`config.mk`:
```
export PLATFORM = sky130hd
export DESIGN_NAME = mem_rr_arbiter_flat
export DESIGN_NICKNAME = d
export VERILOG_FILES = /design/src/rtl/mem_rr_arbiter_if.sv /design/src/rtl/mem_rr_arbiter.sv /design/src/flat_wrapper.sv
export SDC_FILE = /design/constraint.sdc
export NUM_CORES = 1
export LEC_CHECK = 0
export BUFFER_PORTS_ARGS = -buffer_cell sky130_fd_sc_hd__buf_2
export CORE_AREA = 4 4 121 123
export DETAILED_ROUTE_END_ITERATION = 6
export DIE_AREA = 0 0 125 127
export GPL_TIMING_DRIVEN = 0
export HOLD_SLACK_MARGIN = 0.05
export MAX_ROUTING_LAYER = met4
export SYNTH_ARGS = -nofsm -noshare
export SYNTH_HDL_FRONTEND = slang
export SYNTH_SLANG_ARGS = --single-unit
```
`constraint.sdc`:
```
create_clock -name clk_i -period 2.2 [get_ports clk_i]
set_clock_uncertainty 0.1 [all_clocks]
set_input_delay 0.11 -clock clk_i [delete_from_list [all_inputs] [get_ports clk_i]]
set_output_delay 0.11 -clock clk_i [all_outputs]
set_load 0.02 [all_outputs]
```
`src/rtl/mem_rr_arbiter_if.sv`:
```
// Bundle of the requester-side and downstream mem-protocol signals around
// mem_rr_arbiter. The arbiter connects through the slave modport, and the
// surrounding environment drives it through the master modport.
interface mem_rr_arbiter_if #(
   parameter int NUM_REQ        = 2,
   parameter int MEM_ADDR_WIDTH = 32,
   parameter int MEM_DATA_WIDTH = 32
);
   localparam int BE_WIDTH = MEM_DATA_WIDTH / 8;

   // Requester side
   logic [NUM_REQ-1:0]                req_i;
   logic [NUM_REQ*MEM_ADDR_WIDTH-1:0] addr_i;
   logic [NUM_REQ-1:0]                we_i;
   logic [NUM_REQ*MEM_DATA_WIDTH-1:0] wdata_i;
   logic [NUM_REQ*BE_WIDTH-1:0]       be_i;
   logic [NUM_REQ-1:0]                gnt_o;
   logic [NUM_REQ-1:0]                rsp_valid_o;
   logic [MEM_DATA_WIDTH-1:0]         rsp_rdata_o;
   logic                              rsp_error_o;

   // Downstream side
   logic                              mem_req_o;
   logic [MEM_ADDR_WIDTH-1:0]         mem_addr_o;
   logic                              mem_we_o;
   logic [MEM_DATA_WIDTH-1:0]         mem_wdata_o;
   logic [BE_WIDTH-1:0]               mem_be_o;
   logic                              mem_gnt_i;
   logic                              mem_rsp_valid_i;
   logic [MEM_DATA_WIDTH-1:0]         mem_rsp_rdata_i;
   logic                              mem_rsp_error_i;

   // Status
   logic                              spurious_rsp_o;
   logic [31:0]                       stall_cnt_o;

   modport slave (
      input  req_i, addr_i, we_i, wdata_i, be_i,
      input  mem_gnt_i, mem_rsp_valid_i, mem_rsp_rdata_i, mem_rsp_error_i,
      output gnt_o, rsp_valid_o, rsp_rdata_o, rsp_error_o,
      output mem_req_o, mem_addr_o, mem_we_o, mem_wdata_o, mem_be_o,
      output spurious_rsp_o, stall_cnt_o
   );

   modport master (
      output req_i, addr_i, we_i, wdata_i, be_i,
      output mem_gnt_i, mem_rsp_valid_i, mem_rsp_rdata_i, mem_rsp_error_i,
      input  gnt_o, rsp_valid_o, rsp_rdata_o, rsp_error_o,
      input  mem_req_o, mem_addr_o, mem_we_o, mem_wdata_o, mem_be_o,
      input  spurious_rsp_o, stall_cnt_o
   );
endinterface

```
`src/rtl/mem_rr_arbiter.sv`:
```
// Round-robin arbiter that shares one downstream mem-protocol port between
// NUM_REQ requesters. Once a requester is presented downstream without a grant,
// the selection is frozen until the grant arrives, which keeps the bridge
// request stable. An in-order ID FIFO routes each response back to the
// requester that issued it.
// Optional build macro MEM_RR_ARBITER_STALL_CNT_EN adds a saturating 32-bit
// stall counter. Without it, stall_cnt_o is tied to zero.
module mem_rr_arbiter #(
   parameter int NUM_REQ         = 2,
   parameter int MEM_ADDR_WIDTH  = 32,
   parameter int MEM_DATA_WIDTH  = 32,
   parameter int MAX_OUTSTANDING = 4,
   parameter int IDX_WIDTH       = (NUM_REQ > 1) ? $clog2(NUM_REQ) : 1
) (
   input logic             clk_i,
   input logic             rst_i,
   mem_rr_arbiter_if.slave bus
);
   localparam int BE_WIDTH = MEM_DATA_WIDTH / 8;
   localparam int CNT_W    = $clog2(MAX_OUTSTANDING + 1);
   localparam int PTR_W    = (MAX_OUTSTANDING > 1) ? $clog2(MAX_OUTSTANDING) : 1;
   localparam logic [CNT_W-1:0]     CNT_FULL = CNT_W'(MAX_OUTSTANDING);
   localparam logic [PTR_W-1:0]     PTR_LAST = PTR_W'(MAX_OUTSTANDING - 1);
   localparam logic [IDX_WIDTH-1:0] IDX_LAST = IDX_WIDTH'(NUM_REQ - 1);

   typedef enum logic {IDLE, LOCKED} state_t;

   state_t               state, state_nxt;
   logic [IDX_WIDTH-1:0] prio, prio_nxt;
   logic [IDX_WIDTH-1:0] lock_idx, lock_idx_nxt;
   logic [IDX_WIDTH-1:0] rr_idx, cand, sel, head;
   logic                 rr_found, sel_valid;
   logic                 mem_req, push, pop, spurious;
   logic [IDX_WIDTH-1:0] id_fifo [MAX_OUTSTANDING];
   logic [PTR_W-1:0]     wr_ptr, rd_ptr;
   logic [CNT_W-1:0]     count;

   // The FIFO depth is not necessarily a power of two, so wrap explicitly.
   function automatic logic [PTR_W-1:0] next_ptr(input logic [PTR_W-1:0] p);
      return (p == PTR_LAST) ? '0 : p + 1'b1;
   endfunction

   // Pick the first active requester, starting at the priority pointer.
   always_comb begin
      rr_found = 1'b0;
      rr_idx   = '0;
      cand     = '0;
      for (int k = 0; k < NUM_REQ; k++) begin
         cand = IDX_WIDTH'((int'(prio) + k) % NUM_REQ);
         if (!rr_found && bus.req_i[cand]) begin
            rr_found = 1'b1;
            rr_idx   = cand;
         end
      end
   end

   // Lock FSM. A full FIFO suppresses mem_req, so the lock state is left unchanged.
   always_comb begin
      state_nxt    = state;
      prio_nxt     = prio;
      lock_idx_nxt = lock_idx;
      sel          = rr_idx;
      sel_valid    = rr_found;
      if (state == LOCKED) begin
         sel       = lock_idx;
         sel_valid = 1'b1;
      end
      mem_req = sel_valid && (count < CNT_FULL) && !rst_i;
      push    = mem_req && bus.mem_gnt_i;
      if (push) begin
         state_nxt = IDLE;
         prio_nxt  = (sel == IDX_LAST) ? '0 : sel + 1'b1;
      end else if (mem_req) begin
         state_nxt    = LOCKED;
         lock_idx_nxt = sel;
      end
   end

   // Arbitration state register.
   always_ff @(posedge clk_i) begin
      if (rst_i) begin
         state    <= IDLE;
         prio     <= '0;
         lock_idx <= '0;
      end else begin
         state    <= state_nxt;
         prio     <= prio_nxt;
         lock_idx <= lock_idx_nxt;
      end
   end

   assign head = id_fifo[rd_ptr];
   assign pop  = bus.mem_rsp_valid_i && (count != '0) && !rst_i;

   // ID FIFO pointers and occupancy. A simultaneous push and pop leaves the count unchanged.
   always_ff @(posedge clk_i) begin
      if (rst_i) begin
         wr_ptr <= '0;
         rd_ptr <= '0;
         count  <= '0;
      end else begin
         if (push) wr_ptr <= next_ptr(wr_ptr);
         if (pop)  rd_ptr <= next_ptr(rd_ptr);
         case ({push, pop})
            2'b10:   count <= count + 1'b1;
            2'b01:   count <= count - 1'b1;
            default: count <= count;
         endcase
      end
   end

   // ID FIFO storage. This holds only data, so it has no reset.
   always_ff @(posedge clk_i) begin
      if (push) id_fifo[wr_ptr] <= sel;
   end

   // Sticky flag for a response that arrives with nothing outstanding.
   always_ff @(posedge clk_i) begin
      if (rst_i)                                        spurious <= 1'b0;
      else if (bus.mem_rsp_valid_i && (count == '0))    spurious <= 1'b1;
   end

   // Per-requester grant and response-valid decode.
   always_comb begin
      bus.gnt_o       = '0;
      bus.rsp_valid_o = '0;
      for (int i = 0; i < NUM_REQ; i++) begin
         bus.gnt_o[i]       = push && (sel == IDX_WIDTH'(i));
         bus.rsp_valid_o[i] = pop && (head == IDX_WIDTH'(i));
      end
   end

   // The downstream payload mux follows the selected requester.
   always_comb begin
      bus.mem_addr_o  = '0;
      bus.mem_we_o    = 1'b0;
      bus.mem_wdata_o = '0;
      bus.mem_be_o    = '0;
      for (int i = 0; i < NUM_REQ; i++) begin
         if (sel == IDX_WIDTH'(i)) begin
            bus.mem_addr_o  = bus.addr_i[i*MEM_ADDR_WIDTH +: MEM_ADDR_WIDTH];
            bus.mem_we_o    = bus.we_i[i];
            bus.mem_wdata_o = bus.wdata_i[i*MEM_DATA_WIDTH +: MEM_DATA_WIDTH];
            bus.mem_be_o    = bus.be_i[i*BE_WIDTH +: BE_WIDTH];
         end
      end
   end

   assign bus.mem_req_o      = mem_req;
   assign bus.rsp_rdata_o    = bus.mem_rsp_rdata_i;
   assign bus.rsp_error_o    = bus.mem_rsp_error_i;
   assign bus.spurious_rsp_o = spurious;

`ifdef MEM_RR_ARBITER_STALL_CNT_EN
   logic [31:0] stall_cnt;

   function automatic logic [31:0] sat_inc(input logic [31:0] v);
      return (v == '1) ? v : v + 32'd1;
   endfunction

   // Count cycles where someone is waiting and no handshake completes.
   always_ff @(posedge clk_i) begin
      if (rst_i)                        stall_cnt <= '0;
      else if (|bus.req_i && !push)     stall_cnt <= sat_inc(stall_cnt);
   end

   assign bus.stall_cnt_o = stall_cnt;
`else
   assign bus.stall_cnt_o = '0;
`endif
endmodule

```
`src/flat_wrapper.sv`:
```
// flat-port wrapper written by rule: the top's interface ports become plain ports
module mem_rr_arbiter_flat 
#(
   parameter int NUM_REQ         = 2,
   parameter int MEM_ADDR_WIDTH  = 32,
   parameter int MEM_DATA_WIDTH  = 32,
   parameter int MAX_OUTSTANDING = 4,
   parameter int IDX_WIDTH       = (NUM_REQ > 1) ? $clog2(NUM_REQ) : 1
)
  (clk_i, rst_i, bus_req_i, bus_addr_i, bus_we_i, bus_wdata_i, bus_be_i, bus_mem_gnt_i, bus_mem_rsp_valid_i, bus_mem_rsp_rdata_i, bus_mem_rsp_error_i, bus_gnt_o, bus_rsp_valid_o, bus_rsp_rdata_o, bus_rsp_error_o, bus_mem_req_o, bus_mem_addr_o, bus_mem_we_o, bus_mem_wdata_o, bus_mem_be_o, bus_spurious_rsp_o, bus_stall_cnt_o);
  mem_rr_arbiter_if #(.NUM_REQ(NUM_REQ), .MEM_ADDR_WIDTH(MEM_ADDR_WIDTH), .MEM_DATA_WIDTH(MEM_DATA_WIDTH)) bus_i ();
  input logic clk_i;
  input logic rst_i;
  input wire logic [$bits(bus_i.req_i)-1:0] bus_req_i;
  input wire logic [$bits(bus_i.addr_i)-1:0] bus_addr_i;
  input wire logic [$bits(bus_i.we_i)-1:0] bus_we_i;
  input wire logic [$bits(bus_i.wdata_i)-1:0] bus_wdata_i;
  input wire logic [$bits(bus_i.be_i)-1:0] bus_be_i;
  input wire logic [$bits(bus_i.mem_gnt_i)-1:0] bus_mem_gnt_i;
  input wire logic [$bits(bus_i.mem_rsp_valid_i)-1:0] bus_mem_rsp_valid_i;
  input wire logic [$bits(bus_i.mem_rsp_rdata_i)-1:0] bus_mem_rsp_rdata_i;
  input wire logic [$bits(bus_i.mem_rsp_error_i)-1:0] bus_mem_rsp_error_i;
  output wire logic [$bits(bus_i.gnt_o)-1:0] bus_gnt_o;
  output wire logic [$bits(bus_i.rsp_valid_o)-1:0] bus_rsp_valid_o;
  output wire logic [$bits(bus_i.rsp_rdata_o)-1:0] bus_rsp_rdata_o;
  output wire logic [$bits(bus_i.rsp_error_o)-1:0] bus_rsp_error_o;
  output wire logic [$bits(bus_i.mem_req_o)-1:0] bus_mem_req_o;
  output wire logic [$bits(bus_i.mem_addr_o)-1:0] bus_mem_addr_o;
  output wire logic [$bits(bus_i.mem_we_o)-1:0] bus_mem_we_o;
  output wire logic [$bits(bus_i.mem_wdata_o)-1:0] bus_mem_wdata_o;
  output wire logic [$bits(bus_i.mem_be_o)-1:0] bus_mem_be_o;
  output wire logic [$bits(bus_i.spurious_rsp_o)-1:0] bus_spurious_rsp_o;
  output wire logic [$bits(bus_i.stall_cnt_o)-1:0] bus_stall_cnt_o;
  assign bus_i.req_i = bus_req_i;
  assign bus_i.addr_i = bus_addr_i;
  assign bus_i.we_i = bus_we_i;
  assign bus_i.wdata_i = bus_wdata_i;
  assign bus_i.be_i = bus_be_i;
  assign bus_i.mem_gnt_i = bus_mem_gnt_i;
  assign bus_i.mem_rsp_valid_i = bus_mem_rsp_valid_i;
  assign bus_i.mem_rsp_rdata_i = bus_mem_rsp_rdata_i;
  assign bus_i.mem_rsp_error_i = bus_mem_rsp_error_i;
  assign bus_gnt_o = bus_i.gnt_o;
  assign bus_rsp_valid_o = bus_i.rsp_valid_o;
  assign bus_rsp_rdata_o = bus_i.rsp_rdata_o;
  assign bus_rsp_error_o = bus_i.rsp_error_o;
  assign bus_mem_req_o = bus_i.mem_req_o;
  assign bus_mem_addr_o = bus_i.mem_addr_o;
  assign bus_mem_we_o = bus_i.mem_we_o;
  assign bus_mem_wdata_o = bus_i.mem_wdata_o;
  assign bus_mem_be_o = bus_i.mem_be_o;
  assign bus_spurious_rsp_o = bus_i.spurious_rsp_o;
  assign bus_stall_cnt_o = bus_i.stall_cnt_o;
  mem_rr_arbiter #(.NUM_REQ(NUM_REQ), .MEM_ADDR_WIDTH(MEM_ADDR_WIDTH), .MEM_DATA_WIDTH(MEM_DATA_WIDTH), .MAX_OUTSTANDING(MAX_OUTSTANDING), .IDX_WIDTH(IDX_WIDTH)) u_core (.clk_i(clk_i), .rst_i(rst_i), .bus(bus_i));
endmodule
```
==> results.md <==
* Status: complete, no violations
* Asr flop ratio synth at 0
* Gpl congestion at 0.7700
* Max Clk Rate at 463.0 MHz
* Worst EP arrival at 2.24 ns
* Starting DRC count in detailed routing at 49
* Max FO, Critical Path at 3
* Antenna-violating nets left at 0
* Worst Setup Start Kind: register
* CTS Buf Count at 3
* Clock slew at reported path FFs at 0.05 ns
* Pwr/cell area at 427.0 mW/mm²
* CTS tree: done
* Seq/Total Area, Yosys at 0.1531
* Core area at 0.01367 mm²
* DRT Pass-1 Iters at 4
* Vias per inst at 3.525
* Global-route wire length before repair at 13080 µm
* Final setup fails at 0
* Nets at 700
* Fin. max-slew vios at 0
* Yosys top cell area share at 0.3323
* Wire per inst at 13.56 µm
* Top cells by area, synth: mux2_4, buf_4, dfxtp_1, mux2_1, edfxtp_1
* Count of cell types in the netlist at 39
* Clock sink count at 17
* Pleak at 0.002391 µW
* Final cycle utilization of the critical path at 0.9817
* Vias in the first global route at 2329
* # hold bufs at CTS at 0
* Synth top cells by count: buf_4, mux2_4, dfxtp_1, mux2_1, nor2_1
* DIE AREA at 0.01588 mm²
* Largest net degree at the start of global routing at 14
* Share of layout cells above drive strength 1 at 0.7748
* Total GRT Usage at 0.1044
* Initial antenna violation count at 1
* GRT Residual Overflow at 0
* Port bufs at 251
* Main synth FF type: dfxtp_1
* FF+latch count, synth at 17
* Top-count cell post-synth: buf_4
* WL final at 9421 µm
* Final hold violation count at 0
* Root buf cell: clkbuf_16
* Io pins at 317
* DPL Wire Length at 8534 µm
* Reg2Reg Setup Slack at 0.04 ns
* Yosys Warn Count at 0
* Total design power at 1795 µW
* Maxcap violations at 0
* Mapped Cells at 226
* Rows at 43
* Starting Density at 0.1818
* Setup TNS at 0 ns
* Routed via count at 2450
* Die H at 127 µm
* Critical Path Sink Type: register
* Hold crit path type: in2reg
* Min cycle time layout at 2.160 ns
* Critical path class: reg2reg
* Die width at 125 µm
* Post-synth EDFFs at 4
* Post-synthesis cell area at 0.002485 mm²
* DR DRC count at 0
* Worst-case clock buffer depth at 2
* Area Overhead vs Synth at 69.13%
* CTS H-tree lvls at 1
* Clock latency at the later pin of the worst-skew pair at 0.25 ns
* Peak VDD IR at 345.3 µV
* Critical Path RT at 2.28 ns
* N_diodes at 0
* Area leader, netlist: mux2_4
* Synth Area per Inst at 11.00 µm²
layout make-up:
class	count	area [µm²]
fill	1434	9463
multi-input combinational	157	1564
timing repair buffer	254	1279
buffer	76	645.6
sequential	17	381.6
tap	180	225.2
clock buffer	4	78.83
inverter	7	28.78
logic make-up after synthesis:
family	count (synthesis)	synth area share
multiplexers	72	0.4129
other	1	0.001509
adder cells (fa/ha/maj)	7	0.03827
flip-flops	17	0.1531
XOR/XNOR	2	0.007051
AND/OR/NAND/NOR	32	0.07552
AO/OA/AOI/OAI	12	0.04129
buffers and inverters	83	0.2704
worst paths after layout:
kind / from / end / depth (start not counted)
min: bus_mem_rsp_valid_i / u_core.bus.spurious_rsp_o / 3
min reg2reg: u_core.prio / u_core.prio / 2
max: u_core.state / u_core.count[2] / 9
max reg2reg: u_core.state / u_core.count[2] / 9
routing by layer:
metal,up-vias,wire length [µm],track usage
met5,-,0,-
met4,0,63,0.01531
met3,7,606,0.01965
met2,109,4876,0.1768
met1,1076,3874,0.1332
li1,1258,-,-
repair_timing:
action | CTS | global route
gates resized for setup | 3 | 0
setup endpoints to repair | 1 | 1
pin swaps | 1 | 2
setup buffers | 1 | 2
critical path, cell delays in order, from the launching register on:
cell and delay (ns):
dfxtp_2 0.31, or3_1 0.35, and2_4 0.16, inv_4 0.06, ha_4 0.12, inv_1 0.05, fa_2 0.33, xor2_1 0.15
or3_1 0.30, a21oi_1 0.14
per-stage QoR:
| step | hold WS [ns] | instances | area, µm² | worst slack (ns) | utilization |
|---|---|---|---|---|---|
| floorplan | 0.1110 | 257 | 2614 | 0.02661 | - |
| global placement | 0.2961 | 688 | 4095 | -0.07189 | 0.2997 |
| detailed placement | 0.3113 | 688 | 4095 | -0.07209 | 0.2997 |
| CTS | 0.05778 | 693 | 4188 | 0.01505 | 0.3064 |
| global route | 0.07157 | 695 | 4203 | -0.002726 | 0.3075 |
| finish | 0.05447 | 695 | 4203 | 0.04018 | 0.3075 |
placed cells by master, fill, tap and decap left out, drive strengths merged, types with 4 or more instances in the layout:
master  netlist  routed
nand2         4       4
edfxtp        4       4
mux2         69      69
a21oi         4       4
clkbuf        1       5
dfxtp        13      13
nor2          9       9
buf          75     329
ha            6       6
inv           7       7
and3          4       4
conb          1      32
report_power, final:
group,internal (µW),total [µW],leakage [µW],switching [µW]
clock network,246,362,0.0000382,116
registers,344,362,0.000144,17.7
logic,535,1070,0.00221,536
total,1130,1790,0.00239,669
(Power assumes the default switching activity.)
